File: src/rtl/mips_fetch_unit.sv
// MIPS instruction-fetch stage: owns the PC, fetches over a req/valid handshake,
// holds the instruction for decode and computes the next PC on retire.
module mips_fetch_unit #(
  parameter logic [31:0] RESET_PC = 32'h0000_0000
) (
  input  logic        CLK,
  input  logic        RST,
  output logic        IMem_Req,
  output logic [31:0] IMem_Addr,
  input  logic [31:0] IMem_RData,
  input  logic        IMem_Valid,
  input  logic        Stall,
  input  logic        Retire,
  input  logic        Branch,
  input  logic        Jump,
  input  logic        Zero,
  output logic [31:0] Instr,
  output logic        Instr_Valid,
  output logic [5:0]  Opcode,
  output logic [5:0]  Funct,
  output logic [31:0] PC,
  output logic [31:0] PCPlus4,
  output logic [31:0] Retired_Count
);

  localparam int unsigned XLEN = 32;

  typedef enum logic [1:0] {
    IDLE  = 2'd0,
    FETCH = 2'd1,
    EXEC  = 2'd2
  } state_t;

  state_t          state;
  logic [XLEN-1:0] pc_q;
  logic [XLEN-1:0] instr_q;
  logic [XLEN-1:0] retired_q;
  logic            valid_q;

  logic [XLEN-1:0] pc_plus4;
  logic [XLEN-1:0] branch_off;
  logic [XLEN-1:0] next_pc;
  logic            fetch_fire;
  logic            retire_fire;

  // Stall gates the request in the same cycle, so a response seen while stalled is dropped.
  assign fetch_fire  = (state == FETCH) && !Stall && IMem_Valid;
  assign retire_fire = (state == EXEC) && Retire && !Stall;

  assign pc_plus4   = pc_q + XLEN'(4);
  assign branch_off = {{14{instr_q[15]}}, instr_q[15:0], 2'b00};

  // Jump wins over a taken branch.
  always_comb begin
    next_pc = pc_plus4;
    if (Jump) begin
      next_pc = {pc_plus4[31:28], instr_q[25:0], 2'b00};
    end else if (Branch && Zero) begin
      next_pc = pc_plus4 + branch_off;
    end
  end

  always_ff @(posedge CLK or negedge RST) begin
    if (!RST) begin
      state     <= IDLE;
      pc_q      <= RESET_PC;
      instr_q   <= '0;
      valid_q   <= 1'b0;
      retired_q <= '0;
    end else begin
      case (state)
        IDLE: begin
          state <= FETCH;
        end
        FETCH: begin
          if (fetch_fire) begin
            instr_q <= IMem_RData;
            valid_q <= 1'b1;
            state   <= EXEC;
          end
        end
        EXEC: begin
          if (retire_fire) begin
            pc_q      <= next_pc;
            valid_q   <= 1'b0;
            retired_q <= retired_q + XLEN'(1);
            state     <= FETCH;
          end
        end
        default: begin
          state <= IDLE;
        end
      endcase
    end
  end

  assign IMem_Req      = (state == FETCH) && !Stall;
  assign IMem_Addr     = pc_q;
  assign Instr         = instr_q;
  assign Instr_Valid   = valid_q;
  assign Opcode        = instr_q[31:26];
  assign Funct         = instr_q[5:0];
  assign PC            = pc_q;
  assign PCPlus4       = pc_plus4;
  assign Retired_Count = retired_q;

endmodule
File: config.mk
export PLATFORM = sky130hd
export DESIGN_NAME = mips_fetch_unit
export DESIGN_NICKNAME = d
export VERILOG_FILES = /design/src/rtl/mips_fetch_unit.sv
export SDC_FILE = /design/constraint.sdc
export NUM_CORES = 1
export LEC_CHECK = 0
export ABC_AREA = 1
export ABC_CLOCK_PERIOD_IN_PS = 4800
export CORE_MARGIN = 2
export CORE_UTILIZATION = 35
export DETAILED_ROUTE_END_ITERATION = 12
export PLACE_DENSITY = 0.62
export SYNTH_ARGS = -nofsm -noshare
export SYNTH_HDL_FRONTEND = slang
export SYNTH_SLANG_ARGS = --single-unit
File: constraint.sdc
create_clock -name CLK -period 4.8 [get_ports CLK]
set_input_delay 0.96 -clock CLK [delete_from_list [all_inputs] [get_ports CLK]]
set_output_delay 0.96 -clock CLK [all_outputs]
set_load 0.03 [all_outputs]
==> impl_summary.log, run 1 <==
[metrics] Gate Count Post-Synth: about 1200
[metrics] signal arrival time at the worst endpoint: between 2000 and 3000 ps
[metrics] critical path endpoint category: output pin
[metrics] global-route wire length before repair: 43600 µm
[metrics] number of antenna violations at the first check in global routing: 3
[metrics] dominant synthesized flop cell: sky130_fd_sc_hd__dfrtp_1
[metrics] tightest hold margin: 472 ps
[metrics] FF+latch count, synth: between 90 and 100
[metrics] final number of max-transition violations: 0
[metrics] RSZ-0062 raised after global routing: false
[metrics] slew at the pin with the worst max-slew slack: ~1000 ps
[metrics] post-detailed-placement half-perimeter wirelength: between 20000 and 25000 µm
[metrics] first-pass detailed-route iteration total: 6
[metrics] run status: finished clean
[metrics] design internal power: ~3.7 mW
[metrics] area share of fa/ha/maj cells after synthesis: 5.95%
[metrics] warnings from Yosys: 0
[metrics] sequential group share of total power: 18.9%
[metrics] starting utilization of the core area: between 30 and 40%
[metrics] fraction of power consumed by the clock network: about a tenth
[metrics] Clock Path Buffers: 2
[metrics] count of hold-fix buffers inserted at cts: 0
[metrics] number of I/O pins: 214
[metrics] antenna viol nets, final: 0
[metrics] most area-hungry cell type in the Yosys netlist: sky130_fd_sc_hd__dfrtp_1
[metrics] WP data required: 3840 ps
[metrics] critical path start-end classification: register to output pin
[metrics] final cell utilization of the core: 46.3%
[metrics] share of Yosys cell area claimed by the top area cell type: between 20 and 30%
[metrics] routed length per instance: around 17 µm
[metrics] clock tree from TritonCTS: built
[metrics] total congestion overflow: 0
[metrics] final routed DRC violation total: 0
[metrics] top post-synthesis cells by area: sky130_fd_sc_hd__dfrtp_1, sky130_fd_sc_hd__nand2_1, sky130_fd_sc_hd__inv_1
[metrics] Finish-stage setup viols: 0
[metrics] Switching Fraction: between 50% and 60%
[metrics] xor-xnor portion of the synthesized cell area: under 10%
[metrics] number of antenna repair diodes: 0
[metrics] clock transition at the register clock pins on the worst setup and hold paths after CTS: around 80 ps
[metrics] Seq/Total Area, Yosys: 29.9%
[metrics] H-tree lvl count: 3
[metrics] total number of vias: around 8000
[metrics] Psw: 4.72 mW
[metrics] 1st-iter DRT viols: between 400 and 500
[metrics] final total power: roughly 8.4 mW
[metrics] kind of launch point of the worst setup path: register
[metrics] global-route usage over all layers: a little under a quarter
[metrics] share of post-route cells with drive strength above 1: under 10%
[metrics] largest net degree at the start of global routing: 74
[metrics] DIE WIDTH: between 150 and 200 µm
[metrics] synthesized-area fraction occupied by ao, oa, aoi and oai cells: about 7.7%
[metrics] IR Drop Worst-Case VDD: approximately 0.3 mV
[metrics] final period demand of the worst path: between 3000 and 4000 ps
[metrics] Setup Total Neg Slack: 0 ps
[metrics] Post-Syn Area per Cell: around 6.8 µm²
[metrics] kind of path behind the tightest hold check: register to register
[metrics] period utilisation layout: between 70% and 80%
[metrics] via count of the first global-routing pass: around 7800
[metrics] cells resized by post-CTS repair: 0
[metrics] area growth from synthesis to final layout: 29.4%
[metrics] DRT Wirelength: around 28000 µm
[metrics] number of nets in the final layout: 1445
[metrics] count of input and output buffers: 207
[metrics] setup bufs post-CTS: 0
[metrics] final-report hold violation count: 0
[metrics] Floorplan Core Area: around 23000 µm²
[metrics] clock net sink count: 97
[metrics] number of distinct library cells after synthesis: 46
[metrics] largest fanout on the critical path: 5
[metrics] number of synthesized flops with an enable pin: 0
[metrics] Vias/cell: just under 5
[metrics] Comb pwr share: a little under three quarters
[metrics] number of max-cap violations: 0
[metrics] largest family of logic cells by synthesized area: simple AND/OR/NAND/NOR gates
[metrics] tightest slew margin relative to the limit: roughly 33%
[metrics] TritonCTS buffer count: 9
[metrics] total power divided by cell area: roughly 800 nW/µm²
[metrics] share of async-settable or async-resettable flops after synthesis: 100%
[metrics] total leakage power: roughly 5.2 nW
[metrics] clock insertion delay at the later pin of the skew report: between 300 and 400 ps
[metrics] post-synthesis instance area: 8120 µm²
[metrics] row count: 55
[metrics] final weighted congestion in routability-driven placement: 0.973
[metrics] Die H: about 160 µm
[metrics] simple-gate share of the synthesized area: 33.4%
[metrics] mux share of post-synthesis cell area: between 3 and 4%
[metrics] clk_skew: 14.5 ps
[metrics] Die Outline Area: 24400 µm²
[metrics] master cell of the clock root buffer: sky130_fd_sc_hd__clkbuf_16
[metrics] fmax: ~260 MHz
## cells in the mapped netlist, types with 4 or more instances
cell type and n:
sky130_fd_sc_hd__nor2_4 5, sky130_fd_sc_hd__nand2_1 373, sky130_fd_sc_hd__o21bai_1 5, sky130_fd_sc_hd__o21ai_0 36, sky130_fd_sc_hd__clkbuf_1 11, sky130_fd_sc_hd__buf_4 48
sky130_fd_sc_hd__nor2_2 10, sky130_fd_sc_hd__nor4_1 6, sky130_fd_sc_hd__nand4_1 9, sky130_fd_sc_hd__xnor2_1 13, sky130_fd_sc_hd__inv_1 174, sky130_fd_sc_hd__nand3_1 61
sky130_fd_sc_hd__xor2_1 45, sky130_fd_sc_hd__dfrtp_1 97, sky130_fd_sc_hd__nor3_1 23, sky130_fd_sc_hd__mux2_2 23, sky130_fd_sc_hd__a21oi_1 60, sky130_fd_sc_hd__nor3_2 5
sky130_fd_sc_hd__o21ai_1 4, sky130_fd_sc_hd__nor2_1 113, sky130_fd_sc_hd__ha_1 37, sky130_fd_sc_hd__buf_2 6
## registers in the layout, indices dropped and copies added (netlist names)
register and count:
Instr 32, Retired_Count 32, IMem_Addr 30, state 2
Instr_Valid 1
## placed cells by master, fill, tap and decap left out, types with 2 or more instances in the layout
cell type and instances:
sky130_fd_sc_hd__xnor2_1 13, sky130_fd_sc_hd__nor2_1 113, sky130_fd_sc_hd__o211ai_1 2, sky130_fd_sc_hd__nor2_2 10
sky130_fd_sc_hd__a21oi_1 60, sky130_fd_sc_hd__conb_1 6, sky130_fd_sc_hd__nor2_4 5, sky130_fd_sc_hd__nand3b_1 2
sky130_fd_sc_hd__clkinv_1 2, sky130_fd_sc_hd__nand4_1 9, sky130_fd_sc_hd__inv_1 174, sky130_fd_sc_hd__o2111ai_1 2
sky130_fd_sc_hd__o221ai_1 2, sky130_fd_sc_hd__o21ai_0 36, sky130_fd_sc_hd__inv_6 2, sky130_fd_sc_hd__xor2_1 45
sky130_fd_sc_hd__clkdlybuf4s50_1 206, sky130_fd_sc_hd__ha_1 37, sky130_fd_sc_hd__nand2_4 3, sky130_fd_sc_hd__o21bai_1 5
sky130_fd_sc_hd__o22ai_1 2, sky130_fd_sc_hd__nor4_1 6, sky130_fd_sc_hd__nand2_2 3, sky130_fd_sc_hd__inv_8 2
sky130_fd_sc_hd__nor3_2 5, sky130_fd_sc_hd__dfrtp_1 97, sky130_fd_sc_hd__buf_4 9, sky130_fd_sc_hd__o21ai_1 4
sky130_fd_sc_hd__nand3_4 2, sky130_fd_sc_hd__and2_1 2, sky130_fd_sc_hd__mux2_2 23, sky130_fd_sc_hd__clkbuf_16 9
sky130_fd_sc_hd__nand3_1 61, sky130_fd_sc_hd__nand2_1 373, sky130_fd_sc_hd__nand3_2 3, sky130_fd_sc_hd__nor3_1 23
## worst max-delay path, cell delays in order, from the launching register on
cell and delay (ps):
sky130_fd_sc_hd__dfrtp_1 420, sky130_fd_sc_hd__ha_1 210, sky130_fd_sc_hd__nand2_1 70, sky130_fd_sc_hd__nor2_2 170, sky130_fd_sc_hd__nand3_2 180, sky130_fd_sc_hd__nor3_2 340
sky130_fd_sc_hd__xor2_1 340, sky130_fd_sc_hd__clkdlybuf4s50_1 740
## power by group through the flow
stage / logic (mW) / registers (mW) / clock network [mW]
2_1_floorplan: 3.55 / 2.00 / 0
3_3_place_gp: 5.94 / 1.58 / 0
3_5_place_dp: 5.96 / 1.60 / 0
4_1_cts: 5.99 / 1.58 / 0.821
5_1_grt: 6.57 / 1.63 / 0.857
6_report: 6.03 / 1.59 / 0.799
## worst paths after layout
path | cells past startpoint | startpoint | slack, ps | to
worst max register to register | 18 | IMem_Addr[3] | 1390 | IMem_Addr[26]
max in group asynchronous | 2 | RST | 3070 | Instr[30]
worst min-delay path | 1 | Retired_Count[31] | 470 | Retired_Count[31]
worst min register to register | 1 | Retired_Count[31] | 470 | Retired_Count[31]
worst max-delay path | 7 | IMem_Addr[3] | 1010 | PCPlus4[14]
min in group asynchronous | 1 | RST | 750 | Retired_Count[26]
## final cells by class
type / instances / area, µm²
Inverter: 178 / 669
Sequential cell: 97 / 2430
Timing Repair Buffer: 215 / 2130
Multi-Input combinational cell: 866 / 4600
Fill cell: 2314 / 12200
Clock inverter: 7 / 95.1
Tap cell: 285 / 357
Clock buffer: 9 / 225
## routing by layer
metal  vias up  track usage [%]  wire length, µm
li1       4059                -                -
met1      3794             30.5            12100
met2       288             38.6            13200
met3        34             5.12             2120
met4         6             5.33              449
met5         -                0               41
## logic make-up (layout without fill, tap and decap cells)
logic type / count (synthesis) / count (layout)
simple gates: 625 / 625
buf+inv: 244 / 409
compound gates: 116 / 116
flops: 97 / 97
xor+xnor: 58 / 58
fa+ha+maj: 38 / 38
mux: 23 / 23
other cells: 1 / 6
## metrics by stage
stage | instance area [µm²] | instances | setup slack [ps]
CTS | 10500 | 1657 | 1010
detailed placement | 10200 | 1641 | 1410
global placement | 10200 | 1641 | 1430
floorplan | 8140 | 1207 | 1550
global route | 10500 | 1657 | 829
finish | 10500 | 1657 | 1010
Power figures use the tool's default switching activity.
==> run 2: changes to the inputs <==
--- a/config.mk
+++ b/config.mk
@@ -6,11 +6,11 @@
 export NUM_CORES = 1
 export LEC_CHECK = 0
 export ABC_AREA = 1
-export ABC_CLOCK_PERIOD_IN_PS = 4800
+export ABC_CLOCK_PERIOD_IN_PS = 3100
 export CORE_MARGIN = 2
 export CORE_UTILIZATION = 35
 export DETAILED_ROUTE_END_ITERATION = 12
-export PLACE_DENSITY = 0.62
+export PLACE_DENSITY = 0.64
 export SYNTH_ARGS = -nofsm -noshare
 export SYNTH_HDL_FRONTEND = slang
 export SYNTH_SLANG_ARGS = --single-unit
==> constraint.sdc (replaced) <==
create_clock -name CLK -period 3.1 [get_ports CLK]
set_input_delay 0.62 -clock CLK [delete_from_list [all_inputs] [get_ports CLK]]
set_output_delay 0.62 -clock CLK [all_outputs]
set_load 0.03 [all_outputs]
==> impl_summary.log, run 2 (synthesized netlist as in run 1, its figures left out) <==
[metrics] sequential standard cell area: 2430 µm² (+0.31%)
[metrics] Vias/cell: 4.88 (-1.1%)
[metrics] Switching Fraction: 54.5% (-1.5 points)
[metrics] kind of path behind the tightest hold check: primary input to asynchronous set/reset pin
[metrics] Setup Total Neg Slack: 0 ps (unchanged)
[metrics] via count of the first global-routing pass: 8250 (+6.2%)
[metrics] count of input and output buffers: 207 (unchanged)
[metrics] final period demand of the worst path: 3020 ps
[metrics] number of antenna violations at the first check in global routing: 0 (-3)
[metrics] final cell utilization of the core: 51.2% (+4.9 points)
[metrics] fraction of power consumed by the clock network: 8.0% (-1.5 points)
[metrics] WP data required: 2480 ps (-1360 ps)
[metrics] kind of launch point of the worst setup path: register
[metrics] clock net sink count: 97 (unchanged)
[metrics] highest routed layer: met4
[metrics] clock transition at the register clock pins on the worst setup and hold paths after CTS: 80 ps (about the same)
[metrics] Clock Path Buffers: 2 (unchanged)
[metrics] Die Outline Area: 24400 µm² (unchanged)
[metrics] post-detailed-placement half-perimeter wirelength: 23000 µm (+4.3%)
[metrics] final number of max-transition violations: 0 (unchanged)
[metrics] Layout fillers: 2237 (-3.3%)
[metrics] launch instance of the worst register-to-register path: IMem_Addr[2]
[metrics] area of the multi-input gates: 5090 µm² (+10%)
[metrics] slew at the pin with the worst max-slew slack: 634 ps (-378 ps)
[metrics] cell at the slowest stage of the critical path: sky130_fd_sc_hd__clkdlybuf4s50_1
[metrics] RSZ-0062 raised after global routing: true
[metrics] largest fanout on the critical path: 4 (-1)
[metrics] total number of vias: 8490 (+3.8%)
[metrics] total power divided by cell area: 1240 nW/µm² (+55%)
[metrics] total congestion overflow: 0 (unchanged)
[metrics] fmax: between 300 and 400 MHz
[metrics] detailed-routing wirelength on met1: 12600 µm (+4.4%)
[metrics] DRT Wirelength: 29000 µm (+4.0%)
[metrics] top library cells by usage in the layout, fill and taps aside: sky130_fd_sc_hd__nand2_1, sky130_fd_sc_hd__clkdlybuf4s50_1, sky130_fd_sc_hd__inv_1
[metrics] final routed DRC violation total: 0 (unchanged)
[metrics] count of hold-fix buffers inserted at cts: 0 (unchanged)
[metrics] Die H: 156 µm (unchanged)
[metrics] Comb pwr share: 76.1% (+4.5 points)
[metrics] largest stage delay on the critical path: 670 ps (-70 ps)
[metrics] critical path start-end classification: register to output pin
[metrics] DIE WIDTH: 156 µm (unchanged)
[metrics] H-tree lvl count: 3 (unchanged)
[metrics] number of I/O pins: 214 (unchanged)
[metrics] IR Drop Worst-Case VDD: 0.575 mV (+95%)
[metrics] final weighted congestion in routability-driven placement: 0.962 (-1.2%)
[metrics] number of max-cap violations: 0 (unchanged)
[metrics] period utilisation layout: 97.4%
[metrics] list of cells traversed by the critical path: buf_4, nand2_1, nor2_1, nand2_1, xor2_1, buf_4, clkdlybuf4s50_1
[metrics] Psw: 7.84 mW (+66%)
[metrics] tightest slew margin relative to the limit: 57.7% (+25 points)
[metrics] number of antenna repair diodes: 0 (unchanged)
[metrics] antenna viol nets, final: 0 (unchanged)
[metrics] Floorplan Core Area: 22700 µm² (unchanged)
[metrics] routed wl met3: 2230 µm (+5.2%)
[metrics] first-pass detailed-route iteration total: 5 (-1)
[metrics] critical path endpoint category: output pin
[metrics] final-report hold violation count: 0 (unchanged)
[metrics] TritonCTS buffer count: 9 (unchanged)
[metrics] share of post-route cells with drive strength above 1: 17.2% (+11 points)
[metrics] global-route usage over all layers: 23.7% (+0.62 points)
[metrics] largest net degree at the start of global routing: 68 (-8.1%)
[metrics] number of nets in the final layout: 1526 (+5.6%)
[metrics] row count: 55 (unchanged)
[metrics] clock insertion delay at the later pin of the skew report: 360 ps (about the same)
[metrics] crit path launch: IMem_Addr[3]
[metrics] starting utilization of the core area: 35.7% (unchanged)
[metrics] sequential group share of total power: 16.0% (-2.9 points)
[metrics] clock tree from TritonCTS: built
[metrics] signal arrival time at the worst endpoint: 2400 ps (-430 ps)
[metrics] area growth from synthesis to final layout: 43.1%
[metrics] DR WL met2: 13700 µm (+3.8%)
[metrics] design internal power: 6.54 mW (+77%)
[metrics] 1st-iter DRT viols: 493 (+0.82%)
[metrics] Finish-stage setup viols: 0 (unchanged)
[metrics] total leakage power: 5.69 nW (+10%)
[metrics] clk_skew: 8.78 ps (-5.76 ps)
[metrics] master cell of the clock root buffer: sky130_fd_sc_hd__clkbuf_16
[metrics] run status: finished clean
[metrics] global-route wire length before repair: 44600 µm (+2.4%)
[metrics] routed length per instance: 16.7 µm (-0.88%)
[metrics] most common cell after layout, fill and taps aside: sky130_fd_sc_hd__nand2_1
==> run 2: power groups by stage <==
stage               logic (mW)  clock network, mW  registers, mW
global route              11.9               1.22           2.36
finish                    10.9               1.15           2.30
detailed placement        10.1                  0           2.30
floorplan                 5.51                  0           3.11
CTS                       10.1               1.17           2.29
global placement          10.0                  0           2.30
==> run 2: final timing paths <==
check	end	slack (ps)	depth (start not counted)
min in group CLK	Retired_Count[31]	490	1
max	PCPlus4[7]	80	7
max reg2reg	IMem_Addr[15]	120	16
min	Retired_Count[31]	220	1
min reg2reg	Retired_Count[31]	490	1
max in group asynchronous	IMem_Addr[3]	2100	2
==> run 2: worst max-delay path, delay by kind of cell, from the launching register on <==
family,cells,cell delay (ps)
buffers and inverters,3,1010
flip-flops,1,410
XOR/XNOR,1,320
AND/OR/NAND/NOR,3,300
==> run 2: final cells by class <==
| type | instances | area share [%] |
|---|---|---|
| clock buffers | 9 | 1.94 |
| clock inverters | 7 | 0.603 |
| inverters | 178 | 5.76 |
| multi-input cells | 866 | 43.8 |
| flip-flops and latches | 97 | 21.0 |
| well taps | 285 | 3.07 |
| repair buffers | 296 | 23.9 |
==> run 2: routing by layer <==
| layer | track usage, % | vias up |
|---|---|---|
| li1 | - | 4197 |
| met4 | 5.24 | 0 |
| met2 | 39.8 | 281 |
| met5 | 0 | - |
| met1 | 31.2 | 3985 |
| met3 | 5.46 | 27 |
==> run 2: timing repair <==
action                     in CTS  in global routing
setup buffers                   0                 15
setup endpoints to repair      31                 27
hold endpoints to repair        0                  0
gates cloned                    0                  0
pin swaps                       0                 16
resized for setup              28                 88
==> run 2: per-stage QoR <==
step / hold WS (ps) / std cells / area (µm²) / power [mW] / setup WS (ps)
floorplan: 324 / 1207 / 8190 / 8.63 / 43.6
finish: 223 / 1738 / 11600 / 14.4 / 80.3
global route: 249 / 1738 / 11600 / 15.4 / -77.9
global placement: 461 / 1707 / 10800 / 12.3 / -239
CTS: 230 / 1723 / 11100 / 13.6 / 10.9
detailed placement: 469 / 1707 / 10800 / 12.4 / -164
==> run 3: changes to the inputs <==
--- a/config.mk
+++ b/config.mk
@@ -6,11 +6,11 @@
 export NUM_CORES = 1
 export LEC_CHECK = 0
 export ABC_AREA = 1
-export ABC_CLOCK_PERIOD_IN_PS = 3100
+export ABC_CLOCK_PERIOD_IN_PS = 3260
 export CORE_MARGIN = 2
 export CORE_UTILIZATION = 35
 export DETAILED_ROUTE_END_ITERATION = 12
-export PLACE_DENSITY = 0.64
+export PLACE_DENSITY = 0.62
 export SYNTH_ARGS = -nofsm -noshare
 export SYNTH_HDL_FRONTEND = slang
 export SYNTH_SLANG_ARGS = --single-unit
==> constraint.sdc (replaced) <==
create_clock -name CLK -period 3.26 [get_ports CLK]
set_input_delay 0.652 -clock CLK [delete_from_list [all_inputs] [get_ports CLK]]
set_output_delay 0.652 -clock CLK [all_outputs]
set_load 0.03 [all_outputs]
==> impl_summary.log, run 3 (synthesized netlist as in run 1, its figures left out) <==
[metrics] clock net sink count: 97 (unchanged)
[metrics] tightest hold margin: 290 ps (+66.9 ps)
[metrics] post-detailed-placement half-perimeter wirelength: 23000 µm (+0.15%)
[metrics] count of hold-fix buffers inserted at cts: 0 (unchanged)
[metrics] Die Outline Area: 24400 µm² (unchanged)
[metrics] RSZ-0062 raised after global routing: true
[metrics] total congestion overflow: 0 (unchanged)
[metrics] 1st-iter DRT viols: 545 (+11%)
[metrics] via count of the first global-routing pass: 8151 (-1.2%)
[metrics] Layout fillers: 2314 (+3.4%)
[metrics] Finish-stage setup viols: 0 (unchanged)
[metrics] IR Drop Worst-Case VDD: 0.485 mV (-16%)
[metrics] clock tree from TritonCTS: built
[metrics] kind of launch point of the worst setup path: register
[metrics] Vias/cell: 4.96 (+1.6%)
[metrics] signal arrival time at the worst endpoint: 2520 ps (+120 ps)
[metrics] final period demand of the worst path: approximately 3200 ps
[metrics] fmax: between 300 and 400 MHz
[metrics] final-report hold violation count: 0 (unchanged)
[metrics] number of antenna violations at the first check in global routing: 2 (+2)
[metrics] area of the multi-input gates: 4750 µm² (-6.6%)
[metrics] number of nets in the final layout: 1483 (-2.8%)
[metrics] final cell utilization of the core: 48.2% (-2.9 points)
[metrics] Floorplan Core Area: 22700 µm² (unchanged)
[metrics] final routed DRC violation total: 0 (unchanged)
[metrics] period utilisation layout: between 90% and 100%
[metrics] number of max-cap violations: 0 (unchanged)
[metrics] row count: 55 (unchanged)
[metrics] clock insertion delay at the later pin of the skew report: 370 ps (about the same)
[metrics] area growth from synthesis to final layout: 34.9%
[metrics] final number of max-transition violations: 0 (unchanged)
[metrics] H-tree lvl count: 3 (unchanged)
[metrics] tightest slew margin relative to the limit: 26.1% (-32 points)
[metrics] total number of vias: 8409 (-0.95%)
[metrics] first-pass detailed-route iteration total: 5 (unchanged)
[metrics] R2R setup slack: 150 ps (+30 ps)
[metrics] largest net degree at the start of global routing: 45 (-34%)
[metrics] clk_skew: 8.36 ps (-0.417 ps)
[metrics] Die H: 156 µm (unchanged)
[metrics] DRT Wirelength: 28900 µm (-0.46%)
[metrics] global-route usage over all layers: 24.1% (+0.37 points)
[metrics] master cell of the clock root buffer: sky130_fd_sc_hd__clkbuf_16
[metrics] TritonCTS buffer count: 9 (unchanged)
[metrics] total leakage power: 5.46 nW (-4.0%)
[metrics] global-route wire length before repair: 45100 µm (+1.1%)
[metrics] count of input and output buffers: 207 (unchanged)
[metrics] total power divided by cell area: 1170 nW/µm² (-5.4%)
[metrics] clock transition at the register clock pins on the worst setup and hold paths after CTS: 80 ps (about the same)
[metrics] critical path endpoint category: output pin
[metrics] largest fanout on the critical path: 6 (+2)
[metrics] final weighted congestion in routability-driven placement: 0.959 (-0.30%)
[metrics] routed length per instance: 17.1 µm (+2.1%)
[metrics] top library cells by usage in the layout, fill and taps aside: sky130_fd_sc_hd__nand2_1, sky130_fd_sc_hd__clkdlybuf4s50_1, sky130_fd_sc_hd__inv_1
[metrics] DIE WIDTH: 156 µm (unchanged)
[metrics] sequential standard cell area: 2430 µm² (unchanged)
[metrics] number of I/O pins: 214 (unchanged)
[metrics] most common cell after layout, fill and taps aside: sky130_fd_sc_hd__nand2_1
[metrics] kind of path behind the tightest hold check: primary input to asynchronous set/reset pin
[metrics] Clock Path Buffers: 2 (unchanged)
[metrics] critical path start-end classification: register to output pin
[metrics] share of post-route cells with drive strength above 1: 10.8% (-6.4 points)
[metrics] starting utilization of the core area: 35.7% (unchanged)
[metrics] antenna viol nets, final: 0 (unchanged)
[metrics] slew at the pin with the worst max-slew slack: 1110 ps (+475 ps)
[metrics] WP data required: 2610 ps (+130 ps)
[metrics] run status: finished clean
[metrics] number of antenna repair diodes: 0 (unchanged)
## run 3: path summary, 6_finish.rpt
kind,depth (start not counted),from,end
max,7,IMem_Addr[4],PCPlus4[15]
min reg2reg,1,Retired_Count[31],Retired_Count[31]
max reg2reg,15,IMem_Addr[2],IMem_Addr[29]
max in group asynchronous,2,RST,IMem_Addr[22]
min in group CLK,1,Retired_Count[31],Retired_Count[31]
min,1,RST,Retired_Count[31]
## run 3: stage by stage
stage	power, mW	instance area (µm²)	instances	TNS [ps]	worst slack (ps)
floorplan	8.17	8140	1207	0	10.1
global placement	11.3	10500	1676	0	81.2
detailed placement	11.4	10500	1676	0	29.9
CTS	12.6	10800	1692	0	9.47
global route	13.8	11000	1695	-91.1	-29.2
finish	12.8	11000	1695	0	83.2
## run 3: power by group
| group | switching, mW | leakage (nW) | total, mW | internal, mW |
|---|---|---|---|---|
| clock network | 0.572 | 0.152 | 1.19 | 0.614 |
| logic | 5.89 | 4.13 | 9.35 | 3.46 |
| registers | 0.659 | 1.19 | 2.29 | 1.63 |
| total | 7.12 | 5.46 | 12.8 | 5.70 |
## run 3: cell type report
type,count,share of cell area [%]
clock inverter,7,0.823
clock buffer,9,2.06
timing repair buffer,253,22.1
inverter,178,6.11
tap,285,3.26
multi-input combinational,866,43.4
sequential,97,22.2
## run 3: metal layers
metal | vias up | track usage (%) | wire [µm]
met5 | - | 0 | 13
met3 | 54 | 5.54 | 2430
met1 | 3915 | 32.4 | 12500
met4 | 2 | 7.78 | 876
li1 | 4106 | - | -
met2 | 332 | 38.4 | 13100
## run 3: repair_timing
item,CTS,global route
gates resized for setup,13,42
pin swaps,0,4
setup buffers,0,3
endpoints found under the setup margin,13,31
## run 3: worst max-delay path, stage by stage, from the launching register on
cell and delay, ps:
sky130_fd_sc_hd__dfrtp_1 450, sky130_fd_sc_hd__nand2_1 110, sky130_fd_sc_hd__nor2_1 110, sky130_fd_sc_hd__nand2_1 130
sky130_fd_sc_hd__nor2_4 250, sky130_fd_sc_hd__xor2_2 250, sky130_fd_sc_hd__buf_4 180, sky130_fd_sc_hd__clkdlybuf4s50_1 670
